===== config.mk =====
export PLATFORM = sky130hd
export DESIGN_NAME = spi_slave_flat
export DESIGN_NICKNAME = d
export VERILOG_FILES = /design/src/rtl/spi_slave_if.sv /design/src/rtl/spi_slave.sv /design/src/flat_wrapper.sv
export SDC_FILE = /design/constraint.sdc
export NUM_CORES = 1
export LEC_CHECK = 0
export ABC_AREA = 1
export BUFFER_PORTS_ARGS = -buffer_cell sky130_fd_sc_hd__buf_2
export CAP_MARGIN = 30
export CORE_MARGIN = 3
export CORE_UTILIZATION = 50
export CTS_BUF_LIST = sky130_fd_sc_hd__clkbuf_4 sky130_fd_sc_hd__clkbuf_8
export DETAILED_ROUTE_END_ITERATION = 8
export GPL_TIMING_DRIVEN = 0
export PLACE_DENSITY = 0.74
export RECOVER_POWER = 100
export SLEW_MARGIN = 20
export SYNTH_ARGS = -nofsm -noshare
export SYNTH_HDL_FRONTEND = slang
export SYNTH_SLANG_ARGS = --single-unit

===== constraint.sdc =====
create_clock -name i_sys_clk -period 1.3 [get_ports i_sys_clk]
set_clock_uncertainty 0.05 [all_clocks]
set_input_delay 0.13 -clock i_sys_clk [delete_from_list [all_inputs] [get_ports i_sys_clk]]
set_output_delay 0.13 -clock i_sys_clk [all_outputs]
set_load 0.05 [all_outputs]

===== src/rtl/spi_slave_if.sv =====
// Host-side register bus of spi_slave: TX/RX holding registers, status flags and mode pins.
interface spi_slave_if;
  logic        i_csn;
  logic [15:0] i_data;
  logic        i_wr;
  logic        i_rd;
  logic [15:0] o_data;
  logic        o_tx_ready;
  logic        o_rx_ready;
  logic        o_tx_error;
  logic        o_rx_error;
  logic        o_intr;
  logic        i_cpol;
  logic        i_cpha;
  logic        i_lsb_first;
  logic        i_clr_err;

  modport slave (
    input  i_csn, i_data, i_wr, i_rd, i_cpol, i_cpha, i_lsb_first, i_clr_err,
    output o_data, o_tx_ready, o_rx_ready, o_tx_error, o_rx_error, o_intr
  );

  modport master (
    output i_csn, i_data, i_wr, i_rd, i_cpol, i_cpha, i_lsb_first, i_clr_err,
    input  o_data, o_tx_ready, o_rx_ready, o_tx_error, o_rx_error, o_intr
  );
endinterface


===== src/rtl/spi_slave.sv =====
// SPI slave, 16-bit words, all modes; RX word visible 1 cycle after 16th sample, never stalls (underrun/overrun flagged).
// Optional LSB-first shifting under `SPI_SLAVE_LSB_FIRST_EN`; otherwise fixed MSB-first.
module spi_slave (
  input  logic       i_sys_clk,
  input  logic       i_sys_rst,
  spi_slave_if.slave bus,
  input  logic       i_sclk,
  input  logic       i_slave_csn,
  input  logic       i_mosi,
  output logic       o_miso,
  output logic       o_miso_oe
);
  typedef enum logic [1:0] {IDLE, LOAD, SHIFT} state_t;
  state_t state, state_nx;

  logic [1:0]  sclk_sync, csn_sync, mosi_sync, sync_vld;
  logic        sclk_q, csn_q, armed;
  logic        sclk_s, csn_s, mosi_s;
  logic [15:0] tx_hold, tx_sr, rx_sr, rx_next, data_q, load_word;
  logic [3:0]  bitcnt;
  logic        tx_full, tx_unf, rx_rdy, tx_err, rx_err, intr_q, miso_bit;
  logic        lsb_mode, rise, fall, lead_edge, trail_edge, sample_edge, shift_edge;
  logic        csn_fall, do_load, word_done, host_wr, host_rd;
  logic        rx_accept, tx_err_set, rx_err_set;

`ifdef SPI_SLAVE_LSB_FIRST_EN
  assign lsb_mode = bus.i_lsb_first;
`else
  logic unused_lsb;
  assign lsb_mode   = 1'b0;
  assign unused_lsb = bus.i_lsb_first;
`endif

  function automatic logic [15:0] shl(input logic [15:0] w, input logic lsb);
    return lsb ? {1'b0, w[15:1]} : {w[14:0], 1'b0};
  endfunction

  function automatic logic head(input logic [15:0] w, input logic lsb);
    return lsb ? w[0] : w[15];
  endfunction

  // armed blocks a false CSN "fall" from the reset value until a real high level is seen
  always_ff @(posedge i_sys_clk or negedge i_sys_rst) begin
    if (!i_sys_rst) begin
      sclk_sync <= 2'b00;
      csn_sync  <= 2'b11;
      mosi_sync <= 2'b00;
      sync_vld  <= 2'b00;
      sclk_q    <= 1'b0;
      csn_q     <= 1'b1;
      armed     <= 1'b0;
    end else begin
      sclk_sync <= {sclk_sync[0], i_sclk};
      csn_sync  <= {csn_sync[0], i_slave_csn};
      mosi_sync <= {mosi_sync[0], i_mosi};
      sync_vld  <= {sync_vld[0], 1'b1};
      sclk_q    <= sclk_sync[1];
      csn_q     <= csn_sync[1];
      if (sync_vld[1] && csn_sync[1]) armed <= 1'b1;
    end
  end

  assign sclk_s      = sclk_sync[1];
  assign csn_s       = csn_sync[1];
  assign mosi_s      = mosi_sync[1];
  assign rise        = sclk_s & ~sclk_q;
  assign fall        = ~sclk_s & sclk_q;
  assign lead_edge   = bus.i_cpol ? fall : rise;
  assign trail_edge  = bus.i_cpol ? rise : fall;
  assign sample_edge = (state == SHIFT) & (bus.i_cpha ? trail_edge : lead_edge);
  // cpha=0: the trailing edge of the previous word's last bit lands after the reload; skip it
  assign shift_edge  = (state == SHIFT) &
                       (bus.i_cpha ? lead_edge : (trail_edge & (bitcnt != 4'd0)));
  assign csn_fall    = armed & csn_q & ~csn_s;
  assign do_load     = (state == LOAD) & ~csn_s;
  assign word_done   = sample_edge & (bitcnt == 4'd15);
  assign rx_next     = lsb_mode ? {mosi_s, rx_sr[15:1]} : {rx_sr[14:0], mosi_s};
  assign load_word   = tx_full ? tx_hold : 16'h0000;
  assign host_wr     = bus.i_wr & ~bus.i_csn;
  assign host_rd     = bus.i_rd & ~bus.i_csn;
  assign rx_accept   = word_done & (~rx_rdy | host_rd);
  assign rx_err_set  = word_done & rx_rdy & ~host_rd;
  assign tx_err_set  = (host_wr & tx_full) | (sample_edge & tx_unf);

  always_ff @(posedge i_sys_clk or negedge i_sys_rst) begin
    if (!i_sys_rst) state <= IDLE;
    else            state <= state_nx;
  end

  always_comb begin
    state_nx = state;
    case (state)
      IDLE:    if (csn_fall) state_nx = LOAD;
      LOAD:    state_nx = csn_s ? IDLE : SHIFT;
      SHIFT:   if (csn_s) state_nx = IDLE;
               else if (word_done) state_nx = LOAD;
      default: state_nx = IDLE;
    endcase
  end

  always_ff @(posedge i_sys_clk or negedge i_sys_rst) begin
    if (!i_sys_rst) begin
      tx_sr    <= 16'h0000;
      rx_sr    <= 16'h0000;
      bitcnt   <= 4'd0;
      miso_bit <= 1'b0;
    end else begin
      if (do_load) begin
        bitcnt <= 4'd0;
        if (!bus.i_cpha) begin
          tx_sr    <= shl(load_word, lsb_mode);
          miso_bit <= head(load_word, lsb_mode);
        end else begin
          tx_sr    <= load_word;
          miso_bit <= 1'b0;
        end
      end
      if (sample_edge) begin
        rx_sr  <= rx_next;
        bitcnt <= bitcnt + 4'd1;
      end
      if (shift_edge) begin
        miso_bit <= head(tx_sr, lsb_mode);
        tx_sr    <= shl(tx_sr, lsb_mode);
      end
    end
  end

  // Underrun is only reported once a loaded-empty word actually starts clocking, so the
  // speculative reload after a final word does not flag an error when CSN then rises.
  always_ff @(posedge i_sys_clk or negedge i_sys_rst) begin
    if (!i_sys_rst) begin
      tx_hold <= 16'h0000;
      tx_full <= 1'b0;
      tx_unf  <= 1'b0;
      data_q  <= 16'h0000;
      rx_rdy  <= 1'b0;
      tx_err  <= 1'b0;
      rx_err  <= 1'b0;
      intr_q  <= 1'b0;
    end else begin
      if (do_load) begin
        tx_full <= 1'b0;
        tx_unf  <= ~tx_full;
      end else if (sample_edge) begin
        tx_unf  <= 1'b0;
      end
      if (host_wr && !tx_full) begin
        tx_hold <= bus.i_data;
        tx_full <= 1'b1;
      end
      if (rx_accept) begin
        data_q <= rx_next;
        rx_rdy <= 1'b1;
      end else if (host_rd) begin
        rx_rdy <= 1'b0;
      end
      if (bus.i_clr_err) begin
        tx_err <= 1'b0;
        rx_err <= 1'b0;
      end
      if (tx_err_set) tx_err <= 1'b1;
      if (rx_err_set) rx_err <= 1'b1;
      intr_q <= rx_rdy | tx_err | rx_err;
    end
  end

  assign bus.o_data     = data_q;
  assign bus.o_tx_ready = ~tx_full;
  assign bus.o_rx_ready = rx_rdy;
  assign bus.o_tx_error = tx_err;
  assign bus.o_rx_error = rx_err;
  assign bus.o_intr     = intr_q;
  assign o_miso_oe      = ~csn_s;
  assign o_miso         = miso_bit & ~csn_s;
endmodule

===== src/flat_wrapper.sv =====
// flat-port wrapper written by rule: the top's interface ports become plain ports
module spi_slave_flat 
  (i_sys_clk, i_sys_rst, i_sclk, i_slave_csn, i_mosi, o_miso, o_miso_oe, bus_i_csn, bus_i_data, bus_i_wr, bus_i_rd, bus_i_cpol, bus_i_cpha, bus_i_lsb_first, bus_i_clr_err, bus_o_data, bus_o_tx_ready, bus_o_rx_ready, bus_o_tx_error, bus_o_rx_error, bus_o_intr);
  spi_slave_if bus_i ();
  input  logic i_sys_clk;
  input  logic i_sys_rst;
  input  logic i_sclk;
  input  logic i_slave_csn;
  input  logic i_mosi;
  output logic o_miso;
  output logic o_miso_oe;
  input wire logic [$bits(bus_i.i_csn)-1:0] bus_i_csn;
  input wire logic [$bits(bus_i.i_data)-1:0] bus_i_data;
  input wire logic [$bits(bus_i.i_wr)-1:0] bus_i_wr;
  input wire logic [$bits(bus_i.i_rd)-1:0] bus_i_rd;
  input wire logic [$bits(bus_i.i_cpol)-1:0] bus_i_cpol;
  input wire logic [$bits(bus_i.i_cpha)-1:0] bus_i_cpha;
  input wire logic [$bits(bus_i.i_lsb_first)-1:0] bus_i_lsb_first;
  input wire logic [$bits(bus_i.i_clr_err)-1:0] bus_i_clr_err;
  output wire logic [$bits(bus_i.o_data)-1:0] bus_o_data;
  output wire logic [$bits(bus_i.o_tx_ready)-1:0] bus_o_tx_ready;
  output wire logic [$bits(bus_i.o_rx_ready)-1:0] bus_o_rx_ready;
  output wire logic [$bits(bus_i.o_tx_error)-1:0] bus_o_tx_error;
  output wire logic [$bits(bus_i.o_rx_error)-1:0] bus_o_rx_error;
  output wire logic [$bits(bus_i.o_intr)-1:0] bus_o_intr;
  assign bus_i.i_csn = bus_i_csn;
  assign bus_i.i_data = bus_i_data;
  assign bus_i.i_wr = bus_i_wr;
  assign bus_i.i_rd = bus_i_rd;
  assign bus_i.i_cpol = bus_i_cpol;
  assign bus_i.i_cpha = bus_i_cpha;
  assign bus_i.i_lsb_first = bus_i_lsb_first;
  assign bus_i.i_clr_err = bus_i_clr_err;
  assign bus_o_data = bus_i.o_data;
  assign bus_o_tx_ready = bus_i.o_tx_ready;
  assign bus_o_rx_ready = bus_i.o_rx_ready;
  assign bus_o_tx_error = bus_i.o_tx_error;
  assign bus_o_rx_error = bus_i.o_rx_error;
  assign bus_o_intr = bus_i.o_intr;
  spi_slave u_core (.i_sys_clk(i_sys_clk), .i_sys_rst(i_sys_rst), .bus(bus_i), .i_sclk(i_sclk), .i_slave_csn(i_slave_csn), .i_mosi(i_mosi), .o_miso(o_miso), .o_miso_oe(o_miso_oe));
endmodule

==> results by group <==
Drt
  • Via density: 5.22
  • 1st-iter DRT viols: about 240
  • Vias: about 3100
  • WL final: between 8000 and 9000 µm
  • Residual DRC count: 0
  • First-pass iteration count of the detailed router: 5
  • WL/cell: around 15 µm
  • Antenna-violating nets left: 0

Clock tree
  • Worst-Skew Late Latency: ~360 ps
  • Clk slew on worst S/H paths: about 90 ps
  • CTS tree: built
  • H-tree levels: 3
  • Maximum root-to-sink buffer count: 2
  • Root Buffer: clkbuf_8
  • Clock sinks: between 80 and 90
  • Cts bufs inserted: 9

Synth
  • Mapped Cells: ~400
  • Yosys reg bits: just under 90
  • Synth Area in XOR/XNOR: less than 1%
  • Cell taking the most area after synthesis: dfrtp_1
  • Ys flop type: dfrtp_1
  • Post-Synth Adder-Cell Area: less than 1%
  • Post-synth top cells: dfrtp_1, nand2_1, nand3_1
  • Post-synthesis compound-gate area fraction: 9.44%
  • Synthesized area: roughly 3800 µm²
  • Cell with the most instances after synthesis: dfrtp_1
  • Number of enable flip-flop cells after synthesis: 0
  • Yosys top cell area share: about 56%
  • Distinct cell type count after synthesis: 32
  • Post-synthesis mux area share: under 10%
  • Area contributors post-synth: dfrtp_1, nand2_1, nand3_1, o21ai_1, inv_1
  • Syn avg cell area: around 9.6 µm²
  • Ys async rst share: 100%
  • Synth warnings: 0
  • Mapped Nets: 422
  • Seq/Total Area, Yosys: around 58%
  • Simple-Gate Fraction of Synth Area: between 10% and 20%
  • Largest family of logic cells by synthesized area: simple AND/OR/NAND/NOR gates

Timing
  • RSZ-0062 raised after global routing: yes
  • # setup viols final: 60
  • PnR worst setup slack: -235 ps
  • Worst slew pin tran: 873 ps
  • Max-slew violation count: 0
  • Slew HR: 41.8%
  • Period utilization: 118%
  • Final Hold Fails: 0
  • Tmin final: about 1500 ps
  • Fmax: approximately 650 MHz
  • Setup TNS: -10800 ps

Worst setup path
  • Crit-path slowest cell: dfrtp_2
  • Startpoint class of the critical path: flop
  • Reg2reg path depth: 9
  • CP Capture Point: u_core.bus.o_data[5]
  • Most Frequent Cell on Critical Path: nand3_2
  • WP data arrival: 1740 ps
  • Crit end category: flop
  • Max FO, Critical Path: 7
  • Critical path type: flop to flop
  • Crit Reg-Reg Endpoint: u_core.bus.o_data[5]
  • R2R Setup Slk: -240 ps
  • CP Buf/Inv Count: 2
  • CP Depth: 9
  • Crit path from: u_core.sclk_sync[1]
  • Largest stage delay, worst path: between 400 and 500 ps
  • Worst Path Required: roughly 1500 ps
  • FF-to-FF Start: u_core.sclk_sync[1]
  • Crit path max-delay family: simple AND/OR/NAND/NOR gates
  • Sequence of cells on the critical path: inv_2, nand3_2, nand3_2, nand2_2, nor2_4, nand3_4, buf_6, nand2_1, o21ai_2

Place
  • Final RePlAce weighted congestion: roughly 0.85
  • Pre-CTS WS: -245 ps
  • I/O Buffers: a little under 50
  • DP Area: between 4000 and 5000 µm²
  • Detailed placer's ending HPWL: 5440 µm
  • Placed instance count: approximately 540

Global routing
  • GRT overflow: 0
  • GRT Util Overall: between 20% and 30%
  • First-pass GRT wire length: 15000 µm
  • Vias in the first global route: about 3100
  • Initial antenna violation count: 0
  • Largest net degree at the start of global routing: 56

Pwr
  • Static Leak: between 2 and 2.5 nW
  • Worst IR Drop VDD: ~1.3 mV
  • Pwr/cell area: approximately 1600 nW/µm²
  • Power, Total: between 8 and 9 mW

Final layout
  • Inserted Diodes: 0
  • Synthesis-to-finish area growth: 33.5%
  • Final Net Count: roughly 530
  • Final Non-Filler Cells: around 600
  • FF/Latch Area: roughly 2200 µm²
  • Post-route cell area: approximately 5000 µm²
  • Layout cells sized above 1: between 30% and 40%
  • Multi-input logic area: around 1400 µm²
  • Fill count: 529

Die
  • Full die area: between 8000 and 9000 µm²
  • Rows: 30
  • # IOs: 51
  • Starting Density: around 53%
  • Die width: ~93 µm
  • Die Height: slightly above 90 µm
  • Core area: approximately 7000 µm²

Outcome
  • Status: finished, violations left
  • Violated checks: negative setup slack

Job
  • Max-cap check violation count: 0

Min path
  • Min-Delay Path Class: primary input to flop
-- worst min-delay path by stage --
stage	start	endpoint	slack [ps]	cells after the start
4_1_cts	bus_i_rd	u_core.bus.o_rx_ready	70	4
3_3_place_gp	i_slave_csn	u_core.csn_sync[0]	190	1
6_report	bus_i_rd	u_core.bus.o_rx_ready	80	4
5_1_grt	bus_i_rd	u_core.bus.o_rx_ready	110	4
2_1_floorplan	i_sys_rst	u_core.armed	-220	0
3_5_place_dp	i_sys_rst	u_core.mosi_sync[1]	60	1
-- sequential cells by signal, indices dropped and copies added, names as in the netlist, 4 cells and up --
name and cells:
u_core.tx_sr 16, u_core.rx_sr 15, u_core.bitcnt 4, u_core.tx_hold 16, u_core.bus.o_data 16
-- report_power, final --
part	switching, mW	total (mW)	internal, mW	leakage [nW]
logic	1.23	2.23	1.00	1.28
clock network	0.969	1.87	0.903	0.0922
registers	0.539	4.08	3.54	1.09
total	2.74	8.18	5.44	2.46
-- cell families after synthesis --
family,count (synthesis)
simple gates,155
flops,87
compound gates,65
buf+inv,65
mux,16
fa+ha+maj,2
other cells,1
xor+xnor,1
-- timing repair --
item / 4_1_cts / 5_1_grt
hold buffers: 21 / 0
resized for setup: 54 / 20
setup buffers: 11 / 5
pin swaps: 9 / 5
gates cloned: 8 / 0
endpoints found under the hold margin: 50 / 0
setup endpoints to repair: 71 / 60
-- final cells by class --
cell class | instances | share of cell area, %
inverter | 44 | 3.40
tap | 96 | 2.40
clock inverter | 5 | 1.17
timing repair buffer | 95 | 14.3
clock buffer | 10 | 2.62
sequential | 87 | 43.6
buffer | 21 | 3.85
multi-input combinational | 240 | 28.6
-- routing by layer --
layer  global-route usage [%]  wire, µm  share of wire [%]  vias up
li1                         -         -                  -     1502
met1                     31.5      4130                 47     1515
met3                     5.93       441                5.0       15
met2                     34.1      4160                 47       91
met5                        0         0                  0        -
met4                     6.59       127                1.4        0
-- worst register-to-register path: stages (launching register included) --
cell and delay, ps:
dfrtp_2 440, inv_2 90, nand3_2 90, nand3_2 90, nand2_2 60, nor2_4 140, nand3_4 170, buf_6 190
nand2_1 60, o21ai_2 50
-- metrics by stage --
| step | util (%) | hold WS, ps |
|---|---|---|
| 4_1_cts | 70.2 | 73.4 |
| 5_1_grt | 71.4 | 115 |
| 3_5_place_dp | 59.9 | 61.7 |
| 2_1_floorplan | - | -216 |
| 3_3_place_gp | 59.5 | 188 |
| 6_report | 71.4 | 78.8 |
-- placed cells by master (no fill, tap or decap), types with 12 or more instances in the layout --
cell,instances
dfrtp_1,81
nand2_1,63
buf_2,49
o21ai_1,35
nand3_1,34
inv_1,32
dlygate4sd3_1,21
buf_6,17
buf_4,17
nor2_1,14
nand2_2,14
a21oi_1,12
No activity file was read; power rests on OpenSTA's default activity.
